### src/rtl/led_pwm.sv
// LED brightness/blink stage: gates active-low GPIO lines with a per-channel 8-bit PWM duty
// and an optional blink envelope, driving active-low LED pins. Bus-mapped DUTY/BLINK/STATUS.
`timescale 1ns/1ps
module led_pwm #(
  parameter int PRESCALE = 4
) (
  input  logic        clk,
  input  logic        rst,
  input  logic [7:0]  addr,
  input  logic [3:0]  be,
  input  logic [31:0] wdata,
  input  logic        we,
  output logic [31:0] q,
  input  logic [3:0]  gpio_in,
  output logic [3:0]  led
);

  localparam int            PW        = (PRESCALE > 1) ? $clog2(PRESCALE) : 1;
  localparam logic [PW-1:0] PRE_TC    = PW'(PRESCALE - 1);
  localparam logic [7:0]    PWM_LAST  = 8'd254;
  localparam logic [7:0]    ADDR_DUTY = 8'h00;
  localparam logic [7:0]    ADDR_BLNK = 8'h04;
  localparam logic [7:0]    ADDR_STAT = 8'h08;

  logic [PW-1:0] presc;
  logic [7:0]    pwm_cnt;
  logic          step;
  logic          wrap;

  logic [31:0]   duty_shadow;
  logic [31:0]   duty_active;
  logic [15:0]   half_period;
  logic [3:0]    blink_en;
  logic [15:0]   blink_cnt;
  logic          phase;

  logic          wr_duty;
  logic          wr_blink;
  logic [3:0]    on;

  assign step     = (presc == PRE_TC);
  assign wrap     = step && (pwm_cnt == PWM_LAST);
  assign wr_duty  = we && (addr == ADDR_DUTY);
  assign wr_blink = we && (addr == ADDR_BLNK) && (be != 4'b0000);

  // Prescaler and PWM counter; the period is 255 steps so duty 255 is always on.
  always_ff @(posedge clk or posedge rst) begin
    if (rst) begin
      presc   <= '0;
      pwm_cnt <= '0;
    end else if (step) begin
      presc   <= '0;
      pwm_cnt <= wrap ? 8'd0 : pwm_cnt + 8'd1;
    end else begin
      presc   <= presc + PW'(1);
    end
  end

  // The active duty samples the shadow as it stood before any same-edge write.
  always_ff @(posedge clk or posedge rst) begin
    if (rst) begin
      duty_shadow <= '1;
      duty_active <= '1;
    end else begin
      if (wrap) begin
        duty_active <= duty_shadow;
      end
      if (wr_duty) begin
        for (int i = 0; i < 4; i++) begin
          if (be[i]) begin
            duty_shadow[8*i +: 8] <= wdata[8*i +: 8];
          end
        end
      end
    end
  end

  always_ff @(posedge clk or posedge rst) begin
    if (rst) begin
      half_period <= '0;
      blink_en    <= '0;
    end else if (we && (addr == ADDR_BLNK)) begin
      if (be[0]) half_period[7:0]  <= wdata[7:0];
      if (be[1]) half_period[15:8] <= wdata[15:8];
      if (be[2]) blink_en          <= wdata[19:16];
    end
  end

  // A BLINK write restarts the envelope lit, taking priority over a coincident wrap.
  always_ff @(posedge clk or posedge rst) begin
    if (rst) begin
      blink_cnt <= '0;
      phase     <= 1'b1;
    end else if (wr_blink || (half_period == 16'd0)) begin
      blink_cnt <= '0;
      phase     <= 1'b1;
    end else if (wrap) begin
      if (blink_cnt == half_period - 16'd1) begin
        blink_cnt <= '0;
        phase     <= ~phase;
      end else begin
        blink_cnt <= blink_cnt + 16'd1;
      end
    end
  end

  always_comb begin
    on = '0;
    for (int n = 0; n < 4; n++) begin
      on[n] = ~gpio_in[n] & (pwm_cnt < duty_active[8*n +: 8]) & (~blink_en[n] | phase);
    end
  end

  always_ff @(posedge clk or posedge rst) begin
    if (rst) begin
      led <= 4'hF;
    end else begin
      led <= ~on;
    end
  end

  always_comb begin
    q = '0;
    case (addr)
      ADDR_DUTY: q = duty_shadow;
      ADDR_BLNK: q = {12'h000, blink_en, half_period};
      ADDR_STAT: q = {16'h0000, pwm_cnt, 4'h0, on};
      default:   q = '0;
    endcase
  end

endmodule
### config.mk
export PLATFORM = sky130hd
export DESIGN_NAME = led_pwm
export DESIGN_NICKNAME = d
export VERILOG_FILES = /design/src/rtl/led_pwm.sv
export SDC_FILE = /design/constraint.sdc
export NUM_CORES = 1
export LEC_CHECK = 0
export ABC_CLOCK_PERIOD_IN_PS = 5700
export BUFFER_PORTS_ARGS = -buffer_cell sky130_fd_sc_hd__buf_2
export CORE_ASPECT_RATIO = 1.5
export CORE_MARGIN = 5
export CORE_UTILIZATION = 55
export DETAILED_ROUTE_END_ITERATION = 10
export PLACE_DENSITY_LB_ADDON = 0.15
export SLEW_MARGIN = 0
export SYNTH_ARGS = -nofsm -noshare
export SYNTH_HDL_FRONTEND = slang
export SYNTH_SLANG_ARGS = --single-unit
### constraint.sdc
create_clock -name clk -period 5.7 [get_ports clk]
set_input_delay 1.71 -clock clk [delete_from_list [all_inputs] [get_ports clk]]
set_output_delay 1.71 -clock clk [all_outputs]
set_load 0.01 [all_outputs]
### Word-level counts from Yosys, hierarchy flattened

Index checks and enable logic that the tools add are counted.

| word-level totals | value |
|---|---|
| word-level logic and storage cells | 75 |
| flip-flop bits (word level) | 115 |

| operators by class | value |
|---|---|
| order comparisons | 4 |
| add/sub/neg operators | 4 |
| reduce and logical (&&, ||, !) cells | 18 |
| bitwise operators | 22 |
| eq/ne operators | 5 |
| muxes and demuxes | 9 |

Operators with widths:

| kind | count |
|---|---|
| $pmux 32 s3 | 1 |
| $mux 16 | 3 |
| $lt 8x8->1 | 4 |
| $add 16x1->16 const B | 1 |
| $eq 16x16->1 | 1 |
| $logic_not 16->1 | 1 |
| $reduce_and 2->1 | 8 |
| $sub 16x1->16 const B | 1 |
| $not 1->1 | 9 |
| $add 8x1->8 const B | 1 |
| $and 1x1->1 | 8 |
| $eq 8x3->1 const B | 1 |
| $eq 8x4->1 const B | 1 |
| $eq 8x8->1 const B | 1 |
| $logic_not 8->1 | 1 |
| $mux 8 | 1 |
| $logic_and 1x1->1 | 4 |
| $not 4->4 | 1 |
| $or 1x1->1 | 4 |
| $reduce_bool 2->1 | 2 |
| $reduce_bool 4->1 | 1 |
| $mux 1 | 3 |
| $add 2x1->2 const B | 1 |
| $eq 2x2->1 const B | 1 |
| 2 further kinds | 2 |

### Logic depth before layout (Yosys ltp)

Gate-level depths: netlist of run 1.

| logic depth | value |
|---|---|
| word-level depth | 6 |
| gate-level depth with buffers | 11 |
| gate-level depth less buffers | 10 |

### Worst setup path before layout of run 1

OpenSTA, ideal clock, no wires.

| path | value |
|---|---|
| path kind | input to output |
| start point | in addr[1] |
| end point | out q[20] |
| path buffers | 1 |
| setup slack | 0.781 ns |
| data arrival time | 3.209 ns |
| stages | 5 |
| data required time | 3.990 ns |
| cells stage by stage | nor4_1 > nand3_1 > nor2_1 > clkbuf_1 > and2_1 |

| on the way | value |
|---|---|
| word-level cells in the longest chain between the ends | 2 |
| elaborated cells between the ends (all ways) | 4 |

RTL lines:

| item | line | text |
|---|---|---|
| start: declaration | 9 | `input logic [7:0] addr,` |
| $eq 8x4->1 (tied with other cells) | 124 | `case (addr)` |
| $pmux 32 s3 (*) | 124 |  |
| end: declaration | 13 | `output logic [31:0] q,` |

Mark *: on every way between the ends. The rest lies on a longest branch, timed or not.

### Worst setup path in the final report of run 1

| path | value |
|---|---|
| start point | in addr[1] |
| end point | out q[24] |

The elaborated chain is that of the path after synthesis.

==> results of run 1 <==
[per-layer routing]
layer / routed length (µm) / GRT usage (%) / up-vias
met5: 0 / 0 / -
met4: 689 / 11.4 / 0
met3: 784 / 4.74 / 50
met2: 8560 / 43.0 / 160
met1: 6570 / 28.6 / 2520
li1: - / - / 2411
[stage by stage]
step                      worst slack (ns)  total power [mW]  instances  util [%]  hold slack (ns)
after floorplan                      0.781             0.946        642         -            0.403
after global placement               0.752             0.993        862      61.0            0.413
after detailed placement             0.788             0.997        862      61.0            0.421
after CTS                            0.768              2.06        894      66.1            0.429
after global routing                 0.658              2.11        894      66.1            0.438
final                                0.754              2.05        894      66.1            0.425
[cell families (layout without fill, tap and decap cells)]
kind of cell    count (synthesis)  count (layout)
compound gates                110             110
xor+xnor                       31              31
fa+ha+maj                      33              33
buf+inv                        58             160
flops                         115             115
mux                            73              73
simple gates                  222             222
[cell usage in the layout, fill, tap and decap left out, drive strengths merged, types with 9 or more instances in the layout]
master	n
mux2	53
nor2	60
buf	92
nand4	9
dfrtp	46
nand3	13
a21oi	27
nand2	67
xnor2	14
mux2i	20
o21ai	48
and2	15
xor2	17
dfstp	69
inv	37
ha	33
nor3	12
clkbuf	19
nor2b	9
[sequential cells by signal (all words and copies together) (netlist names)]
signal / count
phase: 1
led: 4
presc: 2
blink_en: 4
half_period: 16
pwm_cnt: 8
duty_active: 32
duty_shadow: 32
blink_cnt: 16
[final cells by class]
| cell class | count | area [µm²] | share of cell area (%) |
|---|---|---|---|
| flip-flops and latches | 115 | 2960 | 38.9 |
| multi-input cells | 469 | 3270 | 42.9 |
| clock buffers | 19 | 453 | 5.94 |
| clock inverters | 13 | 134 | 1.76 |
| well taps | 150 | 188 | 2.46 |
| inverters | 36 | 138 | 1.81 |
| repair buffers | 92 | 475 | 6.24 |
[power breakdown]
part	switching (mW)	total, mW	internal [mW]
Clock	0.397	1.06	0.664
Combinational	0.0835	0.140	0.0570
Sequential	0.0108	0.844	0.834
Total	0.491	2.05	1.55
[worst max-delay path: cells and delay by family]
family                 cells  cell delay, ns
buffers and inverters      5            0.83
AND/OR/NAND/NOR            4            0.67
[worst min-delay path by stage]
stage                             startpoint            endpoint  slack (ns)  cells past startpoint
final                     presc[0]$_DFF_PP0_  presc[0]$_DFF_PP0_        0.42                      1
after global placement    presc[0]$_DFF_PP0_  presc[0]$_DFF_PP0_        0.41                      1
after detailed placement  presc[0]$_DFF_PP0_  presc[0]$_DFF_PP0_        0.42                      1
after global routing      presc[0]$_DFF_PP0_  presc[0]$_DFF_PP0_        0.44                      1
after CTS                 presc[0]$_DFF_PP0_  presc[0]$_DFF_PP0_        0.43                      1
after floorplan           presc[0]$_DFF_PP0_  presc[0]$_DFF_PP0_        0.40                      1
==> summary.txt, run 1 <==
Setup path
  – Kind of start point of the critical path: input pin
  – Cell type of the slowest stage on the worst timing path: sky130_fd_sc_hd__nor4_1
  – Reg2reg setup slack: approximately 2.5 ns
  – Classification of the worst setup path: in -> out
  – R2r endpoint: phase$_DFFE_PP1P_
  – Worst Path Arrival: 3.24 ns
  – Worst Path Required: 3.99 ns
  – Reg2Reg Launch Point: half_period[5]$_DFFE_PP0P_
  – Maximum cell stage delay along the critical path: 0.36 ns
  – Cell depth of the worst flop-to-flop path: 8
  – CP most frequent cell: sky130_fd_sc_hd__buf_4
  – CP cell instances: buf_2 > nor4_1 > buf_4 > nand3_1 > buf_4 > nor2_1 > buf_4 > and2_1 > buf_2
  – Timing endpoint of the critical path: q[24]
  – Origin of the worst setup path: addr[1]
  – CP Capture Type: output pin
  – Maximum fanout along the worst path: 16

Clock tree
  – Number of buffers between clock root and the deepest sink: 2
  – Clock buffer count from CTS: 17
  – Clock root buffer: sky130_fd_sc_hd__clkbuf_16
  – H-tree depth reported by CTS: 4
  – Clock Pin Slew Worst Setup and Hold Paths: ~0.060 ns
  – TritonCTS clock tree: built
  – Setup Buffers After CTS: 0
  – Worst-Skew Late Latency: between 0.4 and 0.5 ns
  – Hold bufs inserted after CTS: 0
  – Post_cts resized: 0
  – CTS sink count: approximately 120

Drt
  – Violation count after the first detailed-route iteration: 298
  – Detailed Routing Iterations Pass 1: 5
  – Residual DRC count: 0
  – Wire length per cell: between 15 and 20 µm
  – Vias post-DR: 5,141
  – Drt total wl: 16,600 µm
  – Vias per inst: around 5.8
  – Remaining antenna violation count after routing: 0

Yosys
  – Post-synthesis area per instance: 10.0 µm²
  – Largest area contributor in the synthesized netlist: sky130_fd_sc_hd__dfstp_2
  – Synthesized-area fraction occupied by adder cells: 6.40%
  – Number of synthesized register bits: 115
  – Most used flip-flop cell after synthesis: sky130_fd_sc_hd__dfstp_2
  – Most common cell in the synthesized netlist: sky130_fd_sc_hd__dfstp_2
  – Synthesis warning total: 0
  – Post-synth ARST share: 100%
  – Sequential share of the synthesized area: 45.9%
  – Cell area after synthesis: between 0.006 and 0.007 mm²
  – Top post-synthesis cells by area: sky130_fd_sc_hd__dfstp_2, sky130_fd_sc_hd__dfrtp_1, sky130_fd_sc_hd__mux2_2
  – Complex-gate fraction of the synthesized area: between 10% and 20%
  – EDFF count, synth: 0
  – Synth cell count leaders: sky130_fd_sc_hd__dfstp_2, sky130_fd_sc_hd__nand2_1, sky130_fd_sc_hd__nor2_1
  – Area share of the largest cell type after synthesis: 28.1%
  – Synth cell types: 53
  – Largest family of logic cells by synthesized area: simple AND/OR/NAND/NOR gates
  – Portion of netlist area occupied by mux cells: 12.4%
  – Post-Synth XOR/XNOR Area: approximately 4.2%
  – Simple-gate area share of the yosys netlist: 17.1%
  – Synthesized netlist cell count: around 640
  – Net Count, Synth: approximately 730

Flow run
  – MaxCap Viol Count: 0

Global routing
  – Vias in the first global route: roughly 5,300
  – First-pass GRT wire length: 27,100 µm
  – GR Overflow Total: 0
  – Number of antenna violations at the first check in global routing: 0
  – GRT Overall Usage: between 20 and 25%
  – Largest net degree at the start of global routing: 87

Power and ir drop
  – Pwr per Cell Area: around 270 mW/mm²
  – Total leakage power: ~3.4 nW
  – Peak ir drop on the vdd network: 227 µV

STA
  – Period utilization: 86.8%
  – Final Max Slew Viols: 0
  – Sum of negative setup slack: 0 ns
  – Unrepaired setup endpoints after global routing: false
  – Highest clock frequency the design can meet: 202 MHz
  – Worst clock skew: 0.00966 ns
  – Clock period minus worst slack: 4.95 ns
  – Final hold violation count: 0
  – Number of endpoints failing setup at the final stage: 0
  – Worst Max-Slew Pin Slew: 1.04 ns
  – Normalized max-slew margin: 30.8%

Floorplanning
  – Vertical die dimension: 143 µm
  – Starting density of the core: 55.9%
  – Standard cell core area: between 0.01 and 0.015 mm²
  – Die area: 0.0140 mm²
  – Count of standard-cell rows: 48
  – IO Count: 87
  – Die width: 98.4 µm

Min path
  – Hold/Removal Path Class: reg -> reg

Finish
  – Diode insertion count for antenna repair: 0
  – Relative area change from synthesis to final layout: 18.2%
  – Fraction of final layout cells sized beyond drive strength 1: 35.3%
  – Fillcell total: 951
  – Final net count: 815
  – Final design instance area without fill: 0.00762 mm²

Placed design
  – Post-DP Area: around 0.007 mm²
  – DP Wirelength: about 12,000 µm
  – GPL Wtd Cong: between 0.9 and 1
  – Number of port buffers: between 80 and 90

Status
  – Outcome: finished clean
Note: power is estimated with default switching activity, not from simulation.
==> run 2, diff against run 1 <==
--- a/config.mk
+++ b/config.mk
@@ -10,6 +10,7 @@
 export CORE_ASPECT_RATIO = 1.5
 export CORE_MARGIN = 5
 export CORE_UTILIZATION = 55
+export CTS_BUF_LIST = sky130_fd_sc_hd__clkbuf_4
 export DETAILED_ROUTE_END_ITERATION = 10
 export PLACE_DENSITY_LB_ADDON = 0.15
 export SLEW_MARGIN = 0
==> run 2 against run 1 <==
Combinational power is essentially flat. Sequential share of layout area grew 1.7 points. Sequential power is essentially flat. Critical path type unchanged. Critical endpoint is now q[23]. Sequential cell count is the same. Count of clock-buffer cells in the layout shrank 2. Maximum frequency is essentially flat. Clock skew grew 0.011 ns. Register-to-register slack is essentially flat. Via count shrank 1.9%.
==> summary.txt, run 2 (synthesis results as in run 1) <==
Placed design
  – Post-DP Area: 0.00704 mm² (unchanged)
  – Number of port buffers: 86 (unchanged)
  – Dpl cells: 862 (unchanged)
  – GPL Wtd Cong: 0.909 (unchanged)
  – DP Wirelength: 11,900 µm (unchanged)
  – Worst setup slack after placement: 0.788 ns (unchanged)

Setup path
  – CP cell instances: buf_2 > nor4_1 > buf_4 > nand3_1 > buf_4 > nor2_1 > buf_4 > and2_1 > buf_2 (unchanged)
  – Reg2Reg Launch Point: half_period[5]$_DFFE_PP0P_ (unchanged)
  – Cell type of the slowest stage on the worst timing path: sky130_fd_sc_hd__nor4_1 (unchanged)
  – Maximum cell stage delay along the critical path: 0.37 ns (was 0.36 ns)
  – CP most frequent cell: sky130_fd_sc_hd__buf_4 (unchanged)
  – Kind of start point of the critical path: input pin (unchanged)
  – Worst Path Required: 3.99 ns (about the same)
  – CP Capture Type: output pin (unchanged)
  – Worst Path Arrival: 3.24 ns (about the same)
  – Maximum fanout along the worst path: 16 (unchanged)
  – Classification of the worst setup path: in -> out (unchanged)
  – Origin of the worst setup path: addr[1] (unchanged)

Min path
  – Hold/Removal Path Class: reg -> reg (unchanged)
  – Min-Delay Startpoint: presc[0]$_DFF_PP0_ (unchanged)

Clock tree
  – Number of buffers between clock root and the deepest sink: 2 (unchanged)
  – Clock buffer count from CTS: 17 (unchanged)
  – Hold bufs inserted after CTS: 0 (unchanged)
  – TritonCTS clock tree: built (unchanged)
  – Setup Buffers After CTS: 0 (unchanged)
  – Clock Pin Slew Worst Setup and Hold Paths: 0.11 ns (was 0.06 ns)
  – Clock root buffer: sky130_fd_sc_hd__clkbuf_4 (was sky130_fd_sc_hd__clkbuf_16)
  – Worst-Skew Late Latency: 0.51 ns (was 0.41 ns)
  – CTS sink count: 115 (unchanged)
  – H-tree depth reported by CTS: 4 (unchanged)
  – Post_cts resized: 0 (unchanged)

STA
  – Final Max Slew Viols: 0 (unchanged)
  – Worst clock skew: 0.0205 ns (was 0.00966 ns)
  – Clock period minus worst slack: 4.95 ns (about the same)
  – Final Hold Slack: 0.434 ns (was 0.425 ns)
  – Final hold violation count: 0 (unchanged)
  – Sum of negative setup slack: 0 ns (unchanged)
  – Period utilization: 86.8% (about the same)
  – Normalized max-slew margin: 31.4% (was 30.8%)
  – Final worst-path setup slack: 0.753 ns (was 0.754 ns)
  – Worst Max-Slew Pin Slew: 1.03 ns (was 1.04 ns)
  – Unrepaired setup endpoints after global routing: false (unchanged)
  – Highest clock frequency the design can meet: 202 MHz (about the same)
  – Number of endpoints failing setup at the final stage: 0 (unchanged)

Finish
  – Fraction of final layout cells sized beyond drive strength 1: 35.1% (was 35.3%)
  – Util after Layout: 63.4% (was 66.1%)
  – Relative area change from synthesis to final layout: 13.3% (was 18.2%)
  – Most frequent standard cell in the layout excluding fill and tap cells: sky130_fd_sc_hd__buf_2 (unchanged)
  – Leading registers by flop count: duty_active x32, duty_shadow x32 (unchanged)
  – Final net count: 815 (unchanged)
  – Final design instance area without fill: 0.00731 mm² (was 0.00762 mm²)
  – Commonest non-fill, non-tap cells in the layout: sky130_fd_sc_hd__buf_2, sky130_fd_sc_hd__dfstp_2, sky130_fd_sc_hd__nand2_1, sky130_fd_sc_hd__nor2_1, sky130_fd_sc_hd__mux2_2 (unchanged)
  – Final cell count without fillers: 895 (was 894)

Global routing
  – GRT Overall Usage: 23.9% (was 24.4%)
  – Number of antenna violations at the first check in global routing: 1 (was 0)
  – Vias in the first global route: 5,217 (was 5,318)
  – Largest net degree at the start of global routing: 87 (unchanged)
  – First-pass GRT wire length: 26,500 µm (was 27,100 µm)
  – GR Overflow Total: 0 (unchanged)

Drt
  – Vias per inst: 5.64 (was 5.75)
  – Remaining antenna violation count after routing: 0 (unchanged)
  – Vias post-DR: 5,044 (was 5,141)
  – Violation count after the first detailed-route iteration: 259 (was 298)
  – Drt total wl: 16,100 µm (was 16,600 µm)
  – Wire length per cell: 18.0 µm (was 18.6 µm)
  – Detailed Routing Iterations Pass 1: 7 (was 5)
  – Residual DRC count: 0 (unchanged)

Floorplanning
  – Vertical die dimension: 143 µm (unchanged)
  – Standard cell core area: 0.0115 mm² (unchanged)
  – Die width: 98.4 µm (unchanged)
  – Die area: 0.0140 mm² (unchanged)
  – Count of standard-cell rows: 48 (unchanged)
  – IO Count: 87 (unchanged)
  – Starting density of the core: 55.9% (unchanged)

Status
  – Outcome: finished clean (unchanged)

Flow run
  – MaxCap Viol Count: 0 (unchanged)

Power and ir drop
  – Peak ir drop on the vdd network: 163 µV (was 227 µV)
  – Total leakage power: 3.29 nW (was 3.43 nW)
  – Pwr per Cell Area: 215 mW/mm² (was 268 mW/mm²)
  – Total power after layout: 1.57 mW (was 2.05 mW)
[run 2: changes by cell type in the layout (fill, tap and decap cells not counted)]
cell / previous run / this run
sky130_fd_sc_hd__clkbuf_16: 17 / 0
sky130_fd_sc_hd__clkbuf_4: 0 / 17
sky130_fd_sc_hd__clkbuf_8: 2 / 0
sky130_fd_sc_hd__clkinv_1: 0 / 2
sky130_fd_sc_hd__diode_2: 0 / 1
[run 2: worst max-delay path: cells and delay by family]
family	cells	cell delay, ns
buf+inv	5	0.83
simple gates	4	0.68
[run 2: cell type report]
cell class | count | area (µm²)
flip-flops and latches | 115 | 2960
clock inverters | 15 | 141
multi-input cells | 469 | 3270
fillers | 991 | 4220
clock buffers | 17 | 128
repair buffers | 92 | 475
diodes | 1 | 2.50
well taps | 150 | 188
inverters | 36 | 138
[run 2: metal layers]
layer	part of all wire, %	GRT usage, %	vias up
li1	-	-	2414
met1	39	28.2	2454
met2	53	42.1	144
met3	4.5	4.69	32
met4	3.1	10.4	0
met5	0	0	-
[run 2: report_power, final]
group / total (mW) / internal [mW] / switching, mW
logic: 0.140 / 0.0569 / 0.0826
registers: 0.843 / 0.833 / 0.0107
clock network: 0.588 / 0.255 / 0.333
total: 1.57 / 1.14 / 0.427
[run 2: final timing paths]
check,slack (ns),cells after the start,endpoint
worst max register to register,2.54,8,phase$_DFFE_PP1P_
worst min register to register,0.43,1,presc[0]$_DFF_PP0_
min in group asynchronous,1.44,2,presc[1]$_DFF_PP0_
worst max-delay path,0.75,9,q[23]
max in group asynchronous,3.22,3,duty_active[0]$_DFFE_PP1P_
worst min-delay path,0.43,1,presc[0]$_DFF_PP0_
==> run 3, diff against run 2 <==
--- a/config.mk
+++ b/config.mk
@@ -8,7 +8,6 @@
 export ABC_CLOCK_PERIOD_IN_PS = 5700
 export BUFFER_PORTS_ARGS = -buffer_cell sky130_fd_sc_hd__buf_2
 export CORE_ASPECT_RATIO = 1.5
-export CORE_MARGIN = 5
 export CORE_UTILIZATION = 55
 export CTS_BUF_LIST = sky130_fd_sc_hd__clkbuf_4
 export DETAILED_ROUTE_END_ITERATION = 10
==> run 3 against run 2 <==
Register-to-register slack about the same. Count of clock-buffer cells in the layout increased by 1. Highest routed layer unchanged. Worst setup slack got worse by 0.38 ns. Global-route usage increased by 3.6 points. Via count increased by 2.3%. Hold slack got worse by 0.0053 ns. Maximum frequency decreased by 7.1%.
==> summary.txt, run 3 (synthesis results as in run 1) <==
Status
  – Outcome: finished clean (unchanged)

Floorplanning
  – Die area: 0.0122 mm² (was 0.0140 mm²)
  – Starting density of the core: 56.2% (was 55.9%)
  – Die width: 90.4 µm (was 98.4 µm)
  – Count of standard-cell rows: 48 (unchanged)
  – IO Count: 87 (unchanged)
  – Vertical die dimension: 135 µm (was 143 µm)
  – Standard cell core area: 0.0115 mm² (about the same)

Global routing
  – Met3 track demand over resource: 4.90% (was 4.69%)
  – GR Overflow Total: 0 (unchanged)
  – Global routing met1 resource utilization: 31.4% (was 28.2%)
  – GRT Overall Usage: 27.4% (was 23.9%)
  – Layer carrying the most global-route usage: met2 (unchanged)
  – Number of antenna violations at the first check in global routing: 1 (unchanged)
  – First-pass GRT wire length: 25,800 µm (was 26,500 µm)
  – Largest net degree at the start of global routing: 86 (was 87)
  – Vias in the first global route: 5,279 (was 5,217)
  – Met2 GRT Util: 49.2% (was 42.1%)

Placed design
  – DP Wirelength: 11,500 µm (was 11,900 µm)
  – Post-DP Area: 0.00703 mm² (was 0.00704 mm²)
  – GPL Wtd Cong: 0.880 (was 0.909)
  – Number of port buffers: 86 (unchanged)

Setup path
  – Cell type of the slowest stage on the worst timing path: sky130_fd_sc_hd__nor4_1 (unchanged)
  – Bufs and invs on worst path: 2 (was 5)
  – CP Capture Type: output pin (unchanged)
  – CP most frequent cell: sky130_fd_sc_hd__buf_2 (was sky130_fd_sc_hd__buf_4)
  – Kind of start point of the critical path: input pin (unchanged)
  – CP cell instances: buf_2 > nor4_1 > nand2_1 > o32ai_1 > buf_2 (was buf_2 > nor4_1 > buf_4 > nand3_1 > buf_4 > nor2_1 > buf_4 > and2_1 > buf_2)
  – Maximum cell stage delay along the critical path: 0.67 ns (was 0.37 ns)
  – Gate family responsible for the most delay along the worst path: simple AND/OR/NAND/NOR gates (was buffers and inverters)
  – Maximum fanout along the worst path: 12 (was 16)
  – Worst Path Required: 3.99 ns (about the same)
  – Worst Path Arrival: 3.61 ns (was 3.24 ns)
  – Classification of the worst setup path: in -> out (unchanged)

Power and ir drop
  – Pwr per Cell Area: 227 mW/mm² (was 215 mW/mm²)
  – Total leakage power: 3.31 nW (was 3.29 nW)
  – Total power after layout: 1.67 mW (was 1.57 mW)
  – Peak ir drop on the vdd network: 161 µV (was 163 µV)

Drt
  – Violation count after the first detailed-route iteration: 293 (was 259)
  – Detailed Routing Iterations Pass 1: 5 (was 7)
  – Wire length per cell: 17.8 µm (was 18.0 µm)
  – Drt total wl: 15,900 µm (was 16,100 µm)
  – Remaining antenna violation count after routing: 0 (unchanged)
  – Vias per inst: 5.77 (was 5.64)
  – Vias post-DR: 5,162 (was 5,044)
  – Residual DRC count: 0 (unchanged)

Finish
  – Final design instance area without fill: 0.00735 mm² (was 0.00731 mm²)
  – Leading registers by flop count: duty_active x32, duty_shadow x32 (unchanged)
  – Area of the multi-input gates: 0.00327 mm² (unchanged)
  – Commonest non-fill, non-tap cells in the layout: sky130_fd_sc_hd__buf_2, sky130_fd_sc_hd__dfstp_2, sky130_fd_sc_hd__nand2_1, sky130_fd_sc_hd__nor2_1, sky130_fd_sc_hd__mux2_2 (unchanged)
  – Relative area change from synthesis to final layout: 14.0% (was 13.3%)
  – Fillcell total: 927 (was 991)
  – Final net count: 814 (was 815)
  – Fraction of final layout cells sized beyond drive strength 1: 35.1% (about the same)
  – Most frequent standard cell in the layout excluding fill and tap cells: sky130_fd_sc_hd__buf_2 (unchanged)
  – Util after Layout: 64.1% (was 63.4%)
  – Combined flip-flop and latch cell area: 0.00296 mm² (unchanged)

STA
  – Worst Max-Slew Pin Slew: 1.04 ns (was 1.03 ns)
  – Clock period minus worst slack: 5.32 ns (was 4.95 ns)
  – Final Hold Slack: 0.428 ns (was 0.434 ns)
  – Sum of negative setup slack: 0 ns (unchanged)
  – Period utilization: 93.4% (was 86.8%)
  – Highest clock frequency the design can meet: 188 MHz (was 202 MHz)
  – Final hold violation count: 0 (unchanged)
  – Worst clock skew: 0.0172 ns (was 0.0205 ns)
  – Final Max Slew Viols: 0 (unchanged)
  – Number of endpoints failing setup at the final stage: 0 (unchanged)
  – Normalized max-slew margin: 30.7% (was 31.4%)
  – Unrepaired setup endpoints after global routing: false (unchanged)

Clock tree
  – Clock root buffer: sky130_fd_sc_hd__clkbuf_4 (unchanged)
  – CTS sink count: 115 (unchanged)
  – Worst-Skew Late Latency: 0.53 ns (was 0.51 ns)
  – Number of buffers between clock root and the deepest sink: 2 (unchanged)
  – Setup Buffers After CTS: 0 (unchanged)
  – Post_cts resized: 0 (unchanged)
  – Clock buffer count from CTS: 17 (unchanged)
  – Clock Pin Slew Worst Setup and Hold Paths: 0.11 ns (about the same)
  – TritonCTS clock tree: built (unchanged)
  – Hold bufs inserted after CTS: 0 (unchanged)
  – H-tree depth reported by CTS: 4 (unchanged)

Min path
  – Hold/Removal Path Class: reg -> reg (unchanged)

Flow run
  – MaxCap Viol Count: 0 (unchanged)
run 3: changes by cell type in the layout (fill, tap and decap cells not counted), sizes merged:
cell,before,now
clkbuf,17,18
clkinv,8,5
bufinv,2,4
buf,92,91
run 3: per-layer routing:
| metal | vias up | share of wire [%] |
|---|---|---|
| met5 | - | 0 |
| met4 | 0 | 3.7 |
| met3 | 38 | 4.6 |
| met2 | 161 | 52 |
| met1 | 2546 | 40 |
| li1 | 2417 | - |
run 3: power breakdown:
part	switching (mW)	internal (mW)
Clock	0.331	0.350
Combinational	0.0845	0.0568
Sequential	0.0107	0.833
Total	0.426	1.24
run 3: final timing paths:
kind / startpoint / end / slack, ns / cells after the start
setup / recovery: addr[1] / q[0] / 0.38 / 5
hold / removal: presc[0]$_DFF_PP0_ / presc[0]$_DFF_PP0_ / 0.43 / 1
setup reg to reg: half_period[5]$_DFFE_PP0P_ / blink_cnt[11]$_DFFE_PP0P_ / 2.54 / 8
hold reg to reg: presc[0]$_DFF_PP0_ / presc[0]$_DFF_PP0_ / 0.43 / 1
max in group asynchronous: rst / duty_shadow[0]$_DFFE_PP1P_ / 3.22 / 3
min in group asynchronous: rst / pwm_cnt[2]$_DFFE_PP0P_ / 1.43 / 2
run 3: stage by stage:
step	setup slack (ns)	instances
2_1_floorplan	0.781	642
3_3_place_gp	0.478	861
3_5_place_dp	0.402	861
4_1_cts	0.393	893
5_1_grt	0.268	894
6_report	0.376	894
run 3: cell type report:
| class | count | share of cell area (%) |
|---|---|---|
| antenna | 1 | 0.0340 |
| clock buffer | 18 | 1.84 |
| clock inverter | 14 | 2.54 |
| inverter | 36 | 1.87 |
| multi-input combinational | 469 | 44.5 |
| sequential | 115 | 40.3 |
| tap | 150 | 2.55 |
| timing repair buffer | 91 | 6.36 |
